`src/rtl/riscv_ctrl_pkg.sv`:
```
// Shared definitions for the multicycle RISC-V controller.
// Contents: FSM state enum, ALUOP / ImmSrc / ResultSrc / ALUSrcA / ALUSrcB
// codes, supported opcodes, ALUControl codes, and the ImmSrc decode helper.
package riscv_ctrl_pkg;

  typedef enum logic [3:0] {
    FETCH    = 4'd0,
    DECODE   = 4'd1,
    MEMADR   = 4'd2,
    MEMREAD  = 4'd3,
    MEMWB    = 4'd4,
    MEMWRITE = 4'd5,
    EXECR    = 4'd6,
    EXECI    = 4'd7,
    ALUWB    = 4'd8,
    JAL      = 4'd9,
    BRANCH   = 4'd10,
    ILLEGAL  = 4'd11
  } state_e;

  localparam logic [1:0] ALUOP_ADD   = 2'b00;
  localparam logic [1:0] ALUOP_SUB   = 2'b01;
  localparam logic [1:0] ALUOP_FUNCT = 2'b10;

  localparam logic [1:0] IMM_I = 2'b00;
  localparam logic [1:0] IMM_S = 2'b01;
  localparam logic [1:0] IMM_B = 2'b10;
  localparam logic [1:0] IMM_J = 2'b11;

  localparam logic [1:0] RES_ALUOUT = 2'b00;
  localparam logic [1:0] RES_DATA   = 2'b01;
  localparam logic [1:0] RES_ALURES = 2'b10;

  localparam logic [1:0] SRCA_PC    = 2'b00;
  localparam logic [1:0] SRCA_OLDPC = 2'b01;
  localparam logic [1:0] SRCA_RD1   = 2'b10;

  localparam logic [1:0] SRCB_RD2  = 2'b00;
  localparam logic [1:0] SRCB_IMM  = 2'b01;
  localparam logic [1:0] SRCB_FOUR = 2'b10;

  localparam logic [6:0] OP_LOAD   = 7'b0000011;
  localparam logic [6:0] OP_STORE  = 7'b0100011;
  localparam logic [6:0] OP_RTYPE  = 7'b0110011;
  localparam logic [6:0] OP_ITYPE  = 7'b0010011;
  localparam logic [6:0] OP_JAL    = 7'b1101111;
  localparam logic [6:0] OP_BRANCH = 7'b1100011;

  localparam logic [2:0] ALU_ADD = 3'b000;
  localparam logic [2:0] ALU_SUB = 3'b001;
  localparam logic [2:0] ALU_AND = 3'b010;
  localparam logic [2:0] ALU_OR  = 3'b011;
  localparam logic [2:0] ALU_SLT = 3'b101;

  function automatic logic [1:0] imm_src(input logic [6:0] opcode);
    case (opcode)
      OP_LOAD, OP_ITYPE: imm_src = IMM_I;
      OP_STORE:          imm_src = IMM_S;
      OP_BRANCH:         imm_src = IMM_B;
      OP_JAL:            imm_src = IMM_J;
      default:           imm_src = IMM_I;
    endcase
  endfunction

endpackage

```
`src/rtl/multicycle_ctrl_if.sv`:
```
// Memory handshake between the controller and the memory system.
//   mem_req   : controller requests an access this cycle
//   MemWrite  : access is a write
//   AdrSrc    : address select (0 = PC, 1 = ALU result)
//   mem_ready : memory completes the current access this cycle
interface multicycle_ctrl_if;
  logic mem_req;
  logic MemWrite;
  logic AdrSrc;
  logic mem_ready;

  modport master (output mem_req, output MemWrite, output AdrSrc, input mem_ready);
  modport slave  (input mem_req, input MemWrite, input AdrSrc, output mem_ready);
endinterface

```
`src/rtl/alu_dec.sv`:
```
// ALU decoder: maps ALUOP plus instruction fields to the ALU operation.
//   aluop_i       : 00 add, 01 subtract, 10 decode from funct3/funct7
//   funct3_i      : instruction funct3
//   opb5_i        : op[5] (distinguishes R-type from I-type)
//   funct7b5_i    : funct7[5] (sub vs add for R-type)
//   alu_control_o : ALU operation code
module alu_dec
  import riscv_ctrl_pkg::*;
(
  input  logic [1:0] aluop_i,
  input  logic [2:0] funct3_i,
  input  logic       opb5_i,
  input  logic       funct7b5_i,
  output logic [2:0] alu_control_o
);

  always_comb begin
    alu_control_o = ALU_ADD;
    case (aluop_i)
      ALUOP_ADD: alu_control_o = ALU_ADD;
      ALUOP_SUB: alu_control_o = ALU_SUB;
      ALUOP_FUNCT: begin
        case (funct3_i)
          // addi never subtracts, so funct7[5] only matters for R-type
          3'b000:  alu_control_o = (opb5_i && funct7b5_i) ? ALU_SUB : ALU_ADD;
          3'b010:  alu_control_o = ALU_SLT;
          3'b110:  alu_control_o = ALU_OR;
          3'b111:  alu_control_o = ALU_AND;
          default: alu_control_o = ALU_ADD;
        endcase
      end
      default: alu_control_o = ALU_ADD;
    endcase
  end

endmodule

```
`src/rtl/multicycle_ctrl.sv`:
```
// Moore-FSM controller for a multicycle RISC-V datapath.
//   clk, rst_n              : clock, asynchronous active-low reset
//   op, funct3, funct7      : instruction register fields
//   Zero, Sign_Flag         : ALU flags for branch resolution
//   mem                     : memory handshake (mem_req/MemWrite/AdrSrc/mem_ready)
//   PCWrite, IRWrite, RegWrite : datapath strobes
//   ResultSrc, ALUSrcA, ALUSrcB, ImmSrc, ALUControl : datapath selects
//   illegal                 : sticky unsupported-opcode flag
module multicycle_ctrl
  import riscv_ctrl_pkg::*;
(
  input  logic                clk,
  input  logic                rst_n,
  input  logic [6:0]          op,
  input  logic [2:0]          funct3,
  input  logic [6:0]          funct7,
  input  logic                Zero,
  input  logic                Sign_Flag,
  multicycle_ctrl_if.master   mem,
  output logic                PCWrite,
  output logic                IRWrite,
  output logic                RegWrite,
  output logic [1:0]          ResultSrc,
  output logic [1:0]          ALUSrcA,
  output logic [1:0]          ALUSrcB,
  output logic [1:0]          ImmSrc,
  output logic [2:0]          ALUControl,
  output logic                illegal
);

  state_e     state_q, state_d;
  logic       req_d, pcw_d, irw_d, mw_d, rw_d, adr_d;
  logic [1:0] aluop_d;
  logic       branch_taken;
  logic       unused_funct7;

  assign unused_funct7 = ^{funct7[6], funct7[4:0]};

  always_ff @(posedge clk or negedge rst_n) begin
    if (!rst_n) state_q <= FETCH;
    else        state_q <= state_d;
  end

  always_comb begin
    case (funct3)
      3'b000:  branch_taken = Zero;
      3'b001:  branch_taken = ~Zero;
      3'b100:  branch_taken = Sign_Flag;
      default: branch_taken = 1'b0;
    endcase
  end

  always_comb begin
    state_d   = state_q;
    req_d     = 1'b0;
    pcw_d     = 1'b0;
    irw_d     = 1'b0;
    mw_d      = 1'b0;
    rw_d      = 1'b0;
    adr_d     = 1'b0;
    aluop_d   = ALUOP_ADD;
    ResultSrc = RES_ALUOUT;
    ALUSrcA   = SRCA_PC;
    ALUSrcB   = SRCB_RD2;
    case (state_q)
      FETCH: begin
        req_d     = 1'b1;
        ALUSrcB   = SRCB_FOUR;
        ResultSrc = RES_ALURES;
        if (mem.mem_ready) begin
          irw_d   = 1'b1;
          pcw_d   = 1'b1;
          state_d = DECODE;
        end
      end
      DECODE: begin
        ALUSrcA = SRCA_OLDPC;
        ALUSrcB = SRCB_IMM;
        case (op)
          OP_LOAD, OP_STORE: state_d = MEMADR;
          OP_RTYPE:          state_d = EXECR;
          OP_ITYPE:          state_d = EXECI;
          OP_JAL:            state_d = JAL;
          OP_BRANCH:         state_d = BRANCH;
          default:           state_d = ILLEGAL;
        endcase
      end
      MEMADR: begin
        ALUSrcA = SRCA_RD1;
        ALUSrcB = SRCB_IMM;
        state_d = op[5] ? MEMWRITE : MEMREAD;
      end
      MEMREAD: begin
        req_d = 1'b1;
        adr_d = 1'b1;
        if (mem.mem_ready) state_d = MEMWB;
      end
      MEMWB: begin
        ResultSrc = RES_DATA;
        rw_d      = 1'b1;
        state_d   = FETCH;
      end
      MEMWRITE: begin
        req_d = 1'b1;
        adr_d = 1'b1;
        mw_d  = 1'b1;
        if (mem.mem_ready) state_d = FETCH;
      end
      EXECR: begin
        ALUSrcA = SRCA_RD1;
        aluop_d = ALUOP_FUNCT;
        state_d = ALUWB;
      end
      EXECI: begin
        ALUSrcA = SRCA_RD1;
        ALUSrcB = SRCB_IMM;
        aluop_d = ALUOP_FUNCT;
        state_d = ALUWB;
      end
      ALUWB: begin
        rw_d    = 1'b1;
        state_d = FETCH;
      end
      JAL: begin
        ALUSrcA = SRCA_OLDPC;
        ALUSrcB = SRCB_FOUR;
        pcw_d   = 1'b1;
        state_d = ALUWB;
      end
      BRANCH: begin
        ALUSrcA = SRCA_RD1;
        aluop_d = ALUOP_SUB;
        pcw_d   = branch_taken;
        state_d = FETCH;
      end
      ILLEGAL: state_d = ILLEGAL;
      default: state_d = FETCH;
    endcase
  end

  // Strobes are gated by rst_n as well as the async state reset, because
  // FETCH (the reset state) itself requests memory.
  assign mem.mem_req  = rst_n & req_d;
  assign mem.MemWrite = rst_n & mw_d;
  assign mem.AdrSrc   = adr_d;
  assign PCWrite      = rst_n & pcw_d;
  assign IRWrite      = rst_n & irw_d;
  assign RegWrite     = rst_n & rw_d;
  assign illegal      = (state_q == ILLEGAL);
  assign ImmSrc       = imm_src(op);

  alu_dec u_alu_dec (
    .aluop_i       (aluop_d),
    .funct3_i      (funct3),
    .opb5_i        (op[5]),
    .funct7b5_i    (funct7[5]),
    .alu_control_o (ALUControl)
  );

endmodule

```
`src/flat_wrapper.sv`:
```
// flat-port wrapper written by rule: the top's interface ports become plain ports
module multicycle_ctrl_flat import riscv_ctrl_pkg::*;
  (clk, rst_n, op, funct3, funct7, Zero, Sign_Flag, PCWrite, IRWrite, RegWrite, ResultSrc, ALUSrcA, ALUSrcB, ImmSrc, ALUControl, illegal, mem_mem_req, mem_MemWrite, mem_AdrSrc, mem_mem_ready);
  multicycle_ctrl_if mem_i ();
  input  logic clk;
  input  logic rst_n;
  input  logic [6:0] op;
  input  logic [2:0] funct3;
  input  logic [6:0] funct7;
  input  logic Zero;
  input  logic Sign_Flag;
  output logic PCWrite;
  output logic IRWrite;
  output logic RegWrite;
  output logic [1:0] ResultSrc;
  output logic [1:0] ALUSrcA;
  output logic [1:0] ALUSrcB;
  output logic [1:0] ImmSrc;
  output logic [2:0] ALUControl;
  output logic illegal;
  output wire logic [$bits(mem_i.mem_req)-1:0] mem_mem_req;
  output wire logic [$bits(mem_i.MemWrite)-1:0] mem_MemWrite;
  output wire logic [$bits(mem_i.AdrSrc)-1:0] mem_AdrSrc;
  input wire logic [$bits(mem_i.mem_ready)-1:0] mem_mem_ready;
  assign mem_mem_req = mem_i.mem_req;
  assign mem_MemWrite = mem_i.MemWrite;
  assign mem_AdrSrc = mem_i.AdrSrc;
  assign mem_i.mem_ready = mem_mem_ready;
  multicycle_ctrl u_core (.clk(clk), .rst_n(rst_n), .op(op), .funct3(funct3), .funct7(funct7), .Zero(Zero), .Sign_Flag(Sign_Flag), .mem(mem_i), .PCWrite(PCWrite), .IRWrite(IRWrite), .RegWrite(RegWrite), .ResultSrc(ResultSrc), .ALUSrcA(ALUSrcA), .ALUSrcB(ALUSrcB), .ImmSrc(ImmSrc), .ALUControl(ALUControl), .illegal(illegal));
endmodule
```
`config.mk`:
```
export PLATFORM = sky130hd
export DESIGN_NAME = multicycle_ctrl_flat
export DESIGN_NICKNAME = d
export VERILOG_FILES = /design/src/rtl/riscv_ctrl_pkg.sv /design/src/rtl/multicycle_ctrl_if.sv /design/src/rtl/alu_dec.sv /design/src/rtl/multicycle_ctrl.sv /design/src/flat_wrapper.sv
export SDC_FILE = /design/constraint.sdc
export NUM_CORES = 1
export LEC_CHECK = 0
export CORE_MARGIN = 10
export CORE_UTILIZATION = 38
export DETAILED_ROUTE_END_ITERATION = 12
export PLACE_DENSITY = 0.94
export SLEW_MARGIN = 30
export SYNTH_ARGS = -nofsm -noshare
export SYNTH_HDL_FRONTEND = slang
export SYNTH_SLANG_ARGS = --single-unit
```
`constraint.sdc`:
```
create_clock -name clk -period 2.5 [get_ports clk]
set_input_delay 0.5 -clock clk [delete_from_list [all_inputs] [get_ports clk]]
set_output_delay 0.5 -clock clk [all_outputs]
set_load 0.05 [all_outputs]
```
# Word-level counts from Yosys, hierarchy flattened
# Cells that the tools add are included.
[word_totals]
ff_bits = 4
out_inout_bits = 18
wordCells = 70
[classes]
eq_ne = 27
n_mux = 22
bitwise = 6
n_reduce_logical = 14
[ops]
columns = ["op", "n"]
rows = [
  ["case mux 4 bit (7 select lines)", 1],
  ["case mux 4 bit (5 select lines)", 1],
  ["== test 4 x 3 -> 1 bit, second input constant", 4],
  ["== test 4 bit, second input constant", 4],
  ["case mux 2 bit (2 select lines)", 4],
  ["== test 7 x 6 -> 1 bit, second input constant", 2],
  ["== test 7 bit, second input constant", 2],
  ["2-to-1 mux 4 bit", 3],
  ["case mux 3 bit (4 select lines)", 1],
  ["OR reduction 2 bit", 6],
  ["== test 3 bit, second input constant", 3],
  ["OR reduction 3 bit", 3],
  ["== test 4 x 2 -> 1 bit, second input constant", 2],
  ["== test 7 x 2 -> 1 bit, second input constant", 1],
  ["== test 7 x 5 -> 1 bit, second input constant", 1],
  ["2-to-1 mux 1 bit", 7],
  ["!= test 2 bit, second input constant", 3],
  ["case mux 1 bit (3 select lines)", 2],
  ["case mux 2 bit (3 select lines)", 1],
  ["case mux 3 bit (2 select lines)", 1],
  ["bitwise AND 1 bit", 5],
  ["== test 4 x 1 -> 1 bit, second input constant", 1],
  ["zero test 4 bit", 1],
  ["OR reduction 4 bit", 1],
  ["other kinds (9)", 9],
]

# Depth between registers and ports, before layout
# Gate-level depths: netlist of the first run.
[logic_depth]
word_depth = 5
mapped_depth = 7
depth_no_buf = 6

# By module
# A second synthesis of the first run with hierarchy kept.
[hier_totals]
hier_cells = 89
area_unflattened_um2 = 610.6
[modules_own_cells]
columns = ["module", "instances", "cells_per_inst", "area_per_inst_um2"]
rows = [
  ["multicycle_ctrl", 1, 78, 514.2],
  ["alu_dec", 1, 11, 96.3],
]

# Least setup slack after synthesis of the first run
# Ideal clock, no wire load.
[synth_timing]
path_kind = "register -> output"
startpoint = "register u_core.state_q[2]"
endpoint = "output IRWrite"
t_arrival_ns = 2.818
setup_slack_ns = -0.818
path_stages_with_launch = 4
path_buffers = 1
path_cell_list = "dfrtp_1 -> buf_2 -> nor4_1 -> and3_1"
[synth_via]
elab_chain_len = 3
[synth_rtl]
columns = ["element", "line_no", "text"]
rows = [
  ["start: declaration", "multicycle_ctrl.sv:31", "state_e state_q, state_d;"],
  ["start signal: assignment", "multicycle_ctrl.sv:41", "else state_q <= state_d;"],
  ["zero test 4 bit", "multicycle_ctrl.sv:65", "case (state_q)"],
  ["2-to-1 mux 1 bit", "multicycle_ctrl.sv:65", ""],
  ["bitwise AND 1 bit", "multicycle_ctrl.sv:147", "assign IRWrite = rst_n & irw_d;"],
  ["end: declaration", "flat_wrapper.sv:13", "output logic IRWrite;"],
]
# Every way passes these cells.

# Worst setup path after layout of the first run
[layout_timing]
startpoint = "register u_core.state_q[2]"
endpoint = "output ALUControl[2]"
[layout_via]
elab_chain_len = 5
word_cells_on_any_way = 8
classes_between = "5 x eq/ne; 2 x mux; 1 x reduce/logical"
[layout_rtl]
columns = ["element", "line_no", "text"]
rows = [
  ["== test 4 x 3 -> 1 bit", "multicycle_ctrl.sv:65", ""],
  ["OR reduction 2 bit (no line)", "--", ""],
  ["case mux 2 bit (2 select lines) *", "multicycle_ctrl.sv:65", ""],
  ["== test 2 bit / == test 2 x 1 -> 1 bit (equally long branches)", "alu_dec.sv:19", "case (aluop_i)"],
  ["case mux 3 bit (2 select lines) *", "alu_dec.sv:19", ""],
  ["end: declaration", "flat_wrapper.sv:19", "output logic [2:0] ALUControl;"],
]
# Every way passes the cells marked *; elsewhere a longest branch is shown, timed or not.

==> metrics, run 1 <==
status=finished clean; logic gate share of total power=83.1%; Setup Skew=~0.0030 ns; #FFs+latches synth=4; RSZ-0062 raised after global routing=false; pre-CTS setup slack=around 0.10 ns; DRC errors left=0; Post-CTS Setup Bufs=0; Site Rows=14; CTS tree=yes; Post-synth EDFFs=0; clock share of power=approximately 6.3%; unique cell type count in the Yosys netlist=36; share of cells above drive strength 1=approximately 27%; initial antenna violation count=0; Worst Setup End Kind=output port; # Max-Cap Violations=0; commonest non-fill, non-tap cell in the layout=clkdlybuf4s50_1; Netlist Area Pre-Place=roughly 630 sq um; Largest stage delay, worst path=roughly 0.43 ns; GRT met1 Usage=roughly an eighth; vias in the first global route=slightly above 800; endpoints failing hold=0; area growth from synthesis to layout=83.1%; first-pass GRT wire length=~3600 microns; met3 Use GR=5.85%; Peak supply drop=roughly 0.00062 V; Fmax=0.412 GHz; Antenna Diode Count=0; Crit Path Max Fanout=7; Clock Latency Late Sink=~0.24 ns; gr usage total=between 10% and 20%; fin area=approximately 1200 sq um; Worst Setup EP=ALUControl[2]; area fraction of the dominant cell type after synthesis=around 16%; Switching Share=a little under three fifths; DR vias/cell=roughly 5.8; die span in x=between 60 and 70 microns; biggest regs=u_core.state_q: 4 flops; total placed instance area=about 1100 sq um; Largest register FFs=4; Seq pwr share=a little over a tenth; kind of critical path=flip-flop to output port; Final Wtd Congestion=~0.83; async set-reset flop share out of synthesis=between 90% and 100%; worst-margin pin slew=0.343 ns; Chip Height=60.7 microns; # nets final=roughly 160; DRT Pass-1 Iters=4; num ports=40; M2 GR Usage=between 20 and 25%; Final Cycle Share=around 97%; Avg Cell Area, Syn=6.77 sq um; crit path launch=u_core.state_q[2]$_DFFE_PN0P_; slowest CP cell=dfrtp_1; Synth area leader=dfrtp_1; cells along the critical path=and2b_1 -> nand3b_2 -> ha_1 -> nor4_4 -> buf_12; clk buf depth=2; Max transition margin=between 70% and 80%; clock-pin slew on the worst setup and hold paths=roughly 0.04 ns; GRT overflow=0; Initial Util=about two fifths; CP Data Arrival Time=roughly 1.9 ns; Top FF cell, synth=dfrtp_1; CTS root buf=clkbuf_4; Biggest register=u_core.state_q; crit start category=flip-flop; I/O Buffers=33; syn_nets=between 100 and 150; final setup violation count=0; fin worst setup slack=roughly 0.072 ns; GR peak layer=met2; P_sw=~0.7 mW; Int Pwr=0.576 mW; final slew viol count=0; worst hold path type=input port to asynchronous set/reset pin; initial DRC count=31; fin crit period=about 2.4 ns; total power=approximately 1.3 mW; Post-Syn Instances=just over 90; CTS sink cnt=4; Worst EP required=roughly 2 ns; Pwr Density=roughly 1100 nW/um^2; sequential cell area fraction in the yosys report=between 10% and 20%; r2r startpoint=u_core.state_q[1]$_DFFE_PN0P_; Core Area=around 1500 sq um; H-tree depth=1; DP HPWL=~1900 microns; drt wl/cell=about 16 microns; Total Wirelength=around 2300 microns; die area=roughly 3700 sq um; synth warn=0; Reg-to-Reg End=u_core.state_q[2]$_DFFE_PN0P_; r2r worst-path depth=5; leakage=roughly 0.48 nW; most frequent cells in the layout=clkdlybuf4s50_1, buf_4, buf_12, nor2_1, nand2_1; number of CTS-inserted buffers=3; CTS Hold Buffers Added=0; maximum number of pins on one net before global-route repair=18; R2R Setup Slk=approximately 0.95 ns; Synth area leaders=dfrtp_1, nor2_1, and3_1; DR vias=around 840; Antenna Nets Post-Route=0
## layer usage
metal,up-vias,share of wire [%]
met5,-,0
met4,0,0
met3,0,10
met2,45,54
met1,383,36
li1,413,-
## cells in the mapped netlist, types with 2 or more instances
library cell and number:
ha_1 2, nor4_1 2, xnor2_1 4, nor3b_1 3, nor2b_1 2, nand2b_1 5, inv_1 5, nand3_1 2
buf_2 4, a31oi_1 2, and3_1 6, nand2_1 8, a21oi_1 7, o21ai_0 4, dfrtp_1 4, o22ai_1 2
nor2_1 11, or3_1 2
## power by group through the flow
stage | logic (mW) | registers [mW] | clock network, mW
5_1_grt | 1.15 | 0.140 | 0.0918
6_report | 1.07 | 0.137 | 0.0811
3_5_place_dp | 1.07 | 0.134 | 0
4_1_cts | 1.07 | 0.134 | 0.0866
3_3_place_gp | 1.04 | 0.132 | 0
2_1_floorplan | 0.709 | 0.121 | 0
## cell families after synthesis
family | Yosys count | share of synthesized area [%]
adders and majority gates | 2 | 3.98
and+or+nand+nor | 50 | 44.7
AOI/OAI and AO/OA | 23 | 23.1
buffers and inverters | 10 | 6.76
DFF | 4 | 15.9
xor gates and xnor gates | 4 | 5.57
## through the flow
stage               cells  hold WS [ns]  utilization, %  TNS, ns
finish                146         0.609            74.8        0
global route          146         0.627            74.8        0
CTS                   146         0.618            74.2        0
detailed placement    143         0.713            72.6        0
global placement      143         0.691            72.6        0
floorplan              93         0.204               -   -0.370
## what timing repair did
action | in CTS | in global routing
setup endpoints to repair | 1 | 1
pin swaps | 0 | 0
resized for setup | 1 | 1
## critical path: cells and delay by family (launching register included)
kind          cells  cell delay (ns)
flops             1             0.43
fa+ha+maj         1             0.39
buf+inv           1             0.18
simple gates      3             0.69
## worst min path at each step
stage / startpoint / to / slack (ns)
floorplan: rst_n / u_core.state_q[0]$_DFFE_PN0P_ / 0.20
global placement: u_core.state_q[2]$_DFFE_PN0P_ / u_core.state_q[0]$_DFFE_PN0P_ / 0.69
detailed placement: u_core.state_q[2]$_DFFE_PN0P_ / u_core.state_q[0]$_DFFE_PN0P_ / 0.71
CTS: rst_n / u_core.state_q[2]$_DFFE_PN0P_ / 0.62
global route: rst_n / u_core.state_q[0]$_DFFE_PN0P_ / 0.63
finish: rst_n / u_core.state_q[2]$_DFFE_PN0P_ / 0.61
## final cells by class
type                       count  area (sq um)
clock buffer                   3          22.5
timing repair buffer          39           468
sequential                     4           101
fill                         114           389
tap                           16          20.0
multi-input combinational     79           522
inverter                       5          18.8
Power figures use the tool's default switching activity.
==> run 2, diff against run 1 <==
--- a/config.mk
+++ b/config.mk
@@ -5,10 +5,11 @@
 export SDC_FILE = /design/constraint.sdc
 export NUM_CORES = 1
 export LEC_CHECK = 0
-export CORE_MARGIN = 10
+export CORE_MARGIN = 3
 export CORE_UTILIZATION = 38
 export DETAILED_ROUTE_END_ITERATION = 12
 export PLACE_DENSITY = 0.94
+export REMOVE_ABC_BUFFERS = 1
 export SLEW_MARGIN = 30
 export SYNTH_ARGS = -nofsm -noshare
 export SYNTH_HDL_FRONTEND = slang
==> run 2 against run 1 <==
  * Sequential cell count unchanged
  * Clock power is 5.4% higher
  * Final area down 0.22%
  * Highest routed layer is now met4
  * Routed wire length fell by 1.9%
  * Setup slack lost 0.030 ns
  * Sequential share of layout area fell by 0.090 points
  * Non-clock buffer count rose by 3
  * Register-to-register slack improved by 0.09 ns
  * Critical endpoint unchanged
  * Critical path depth did not move
==> metrics, run 2 (synthesis gave the netlist of run 1 again) <==
Site Rows=14 (unchanged); endpoints failing hold=0 (unchanged); Final Wtd Congestion=0.898 (+8.6%); Largest stage delay, worst path=0.40 ns (-0.03 ns); I/O Buffers=33 (unchanged); Pwr Density=1130 nW/um^2 (+1.2%); r2r startpoint=u_core.state_q[1]$_DFFE_PN0P_; drt wl/cell=14.9 microns (-3.8%); Initial Util=41.3% (+0.47 points); # nets final=159 (+1.9%); Worst Setup EP=ALUControl[2]; H-tree depth=1 (unchanged); Peak supply drop=0.000726 V (+18%); Fmax=0.407 GHz (-1.2%); CTS sink cnt=4 (unchanged); crit path launch=u_core.state_q[2]$_DFFE_PN0P_; pre-CTS setup slack=0.0960 ns (-0.00409 ns); Chip Height=46.7 microns (-23%); die span in x=46.7 microns (-23%); crit path buf inv count=1 (unchanged); Clock Latency Late Sink=0.25 ns (about the same); num ports=40 (unchanged); kind of critical path=flip-flop to output port; Worst EP required=2.00 ns (about the same); Total Wirelength=2230 microns (-1.9%); fin crit period=2.46 ns (+0.0302 ns); DRC errors left=0 (unchanged); DR vias=850 (+1.1%); critical path's top delay family=simple AND/OR/NAND/NOR gates; slowest CP cell=dfrtp_1; area growth from synthesis to layout=82.7%; DRT Pass-1 Iters=4 (unchanged); Reg-to-Reg End=u_core.state_q[2]$_DFFE_PN0P_; CTS root buf=clkbuf_4; leakage=0.492 nW (+2.2%); CP Data Arrival Time=1.96 ns (+0.03 ns); Largest register FFs=4 (unchanged); r2r worst-path depth=5 (unchanged); status=finished clean; Biggest register=u_core.state_q; final setup violation count=0 (unchanged); gr usage total=23.1% (+11 points); clock-pin slew on the worst setup and hold paths=0.04 ns (about the same); CTS Hold Buffers Added=0 (unchanged); share of cells above drive strength 1=25.6% (-1.4 points); vias in the first global route=788 (-3.7%); final hold slack=0.561 ns (-0.0475 ns); Core Area=1520 sq um (-1.1%); critical path depth=5 (unchanged); Antenna Nets Post-Route=0 (unchanged); Max transition margin=70.1% (-7.0 points); GRT overflow=0 (unchanged); Setup Skew=0.0100 ns (+0.00709 ns); DP HPWL=1650 microns (-12%); die area=2180 sq um (-41%); commonest non-fill, non-tap cell in the layout=buf_4; worst hold path type=input port to asynchronous set/reset pin; most frequent cells in the layout=buf_4, clkdlybuf4s50_1, nor2_1, buf_12, nand2_1; Sum Neg Setup Slack=0 ns (unchanged); # Max-Cap Violations=0 (unchanged); Crit Path Max Fanout=4 (-3); worst-margin pin slew=0.445 ns (+0.102 ns); Worst Setup End Kind=output port; crit start category=flip-flop; Antenna Diode Count=0 (unchanged); biggest regs=u_core.state_q: 4 flops; Cells after DPL=146 (+2.1%); first-pass GRT wire length=3530 microns (-1.6%); fin worst setup slack=0.0422 ns (-0.0302 ns); number of CTS-inserted buffers=3 (unchanged); DR vias/cell=5.70 (-0.96%); initial DRC count=28 (-9.7%); clk buf depth=2 (unchanged); R2R Setup Slk=1.04 ns (+0.09 ns); CTS tree=yes; final slew viol count=0 (unchanged); final std cells w/o fill=149 (+2.1%); cells along the critical path=and2b_1 -> nand3b_2 -> ha_1 -> nor4_2 -> buf_12; Core Util, Final=75.5% (+0.70 points); initial antenna violation count=0 (unchanged); Final Cycle Share=98.3% (+1.2 points); maximum number of pins on one net before global-route repair=17 (-1)
==> run 2: changes by cell type in the layout (fill, tap and decap cells not counted) <==
cell     before  now
buf_4        13   16
dfrtp_1       3    4
dfrtp_2       1    0
nor2_1       10   11
nor2_2        1    0
nor4_1        0    1
nor4_4        1    0
nor4b_1       0    1
nor4b_2       1    0
==> run 2: how the worst min path moves through the flow <==
stage | depth (start not counted) | from | slack, ns | endpoint
floorplan | 0 | rst_n | 0.20 | u_core.state_q[0]$_DFFE_PN0P_
global placement | 2 | u_core.state_q[3]$_DFFE_PN0P_ | 0.74 | u_core.state_q[0]$_DFFE_PN0P_
detailed placement | 2 | u_core.state_q[3]$_DFFE_PN0P_ | 0.76 | u_core.state_q[0]$_DFFE_PN0P_
CTS | 2 | rst_n | 0.56 | u_core.state_q[2]$_DFFE_PN0P_
global route | 2 | rst_n | 0.57 | u_core.state_q[2]$_DFFE_PN0P_
finish | 2 | rst_n | 0.56 | u_core.state_q[2]$_DFFE_PN0P_
==> run 2: timing repair <==
action | in CTS | in global routing
buffers inserted | 0 | 0
setup endpoints to repair | 1 | 1
resized for setup | 1 | 1
hold endpoints to repair | 0 | 0
==> run 2: worst register-to-register path: cells and delay by family (launching register included) <==
family                 cells  cell delay, ns
buffers and inverters      1            0.18
and+or+nand+nor            1            0.39
DFF                        1            0.38
AOI/OAI and AO/OA          3            0.46
==> run 2: where the power goes <==
part / leakage [nW] / switching, mW / total [mW] / internal, mW
registers: 0.0512 / 0.0219 / 0.116 / 0.0942
clock network: 0.0138 / 0.0315 / 0.0855 / 0.0540
logic: 0.427 / 0.661 / 1.10 / 0.439
total: 0.492 / 0.715 / 1.30 / 0.587
==> run 2: area by class of cell <==
class / instances / area [sq um]
fillers: 121 / 374
repair buffers: 42 / 490
flip-flops and latches: 4 / 100
multi-input cells: 79 / 498
inverters: 5 / 18.8
clock buffers: 3 / 22.5
well taps: 16 / 20.0
==> run 2: stage by stage <==
stage	total power [mW]	area [sq um]
6_report	1.30	1150
5_1_grt	1.38	1150
4_1_cts	1.30	1140
3_5_place_dp	1.20	1120
3_3_place_gp	1.17	1120
2_1_floorplan	0.781	606
==> run 2: per-layer routing <==
layer | vias up | share of wire (%) | wire (microns) | global-route usage (%)
met2 | 44 | 52 | 1160 | 42.0
met1 | 374 | 38 | 845 | 25.9
met3 | 10 | 6.8 | 152 | 3.91
met4 | 0 | 3.2 | 72 | 9.94
li1 | 422 | - | - | -
met5 | - | 0 | 0 | 0
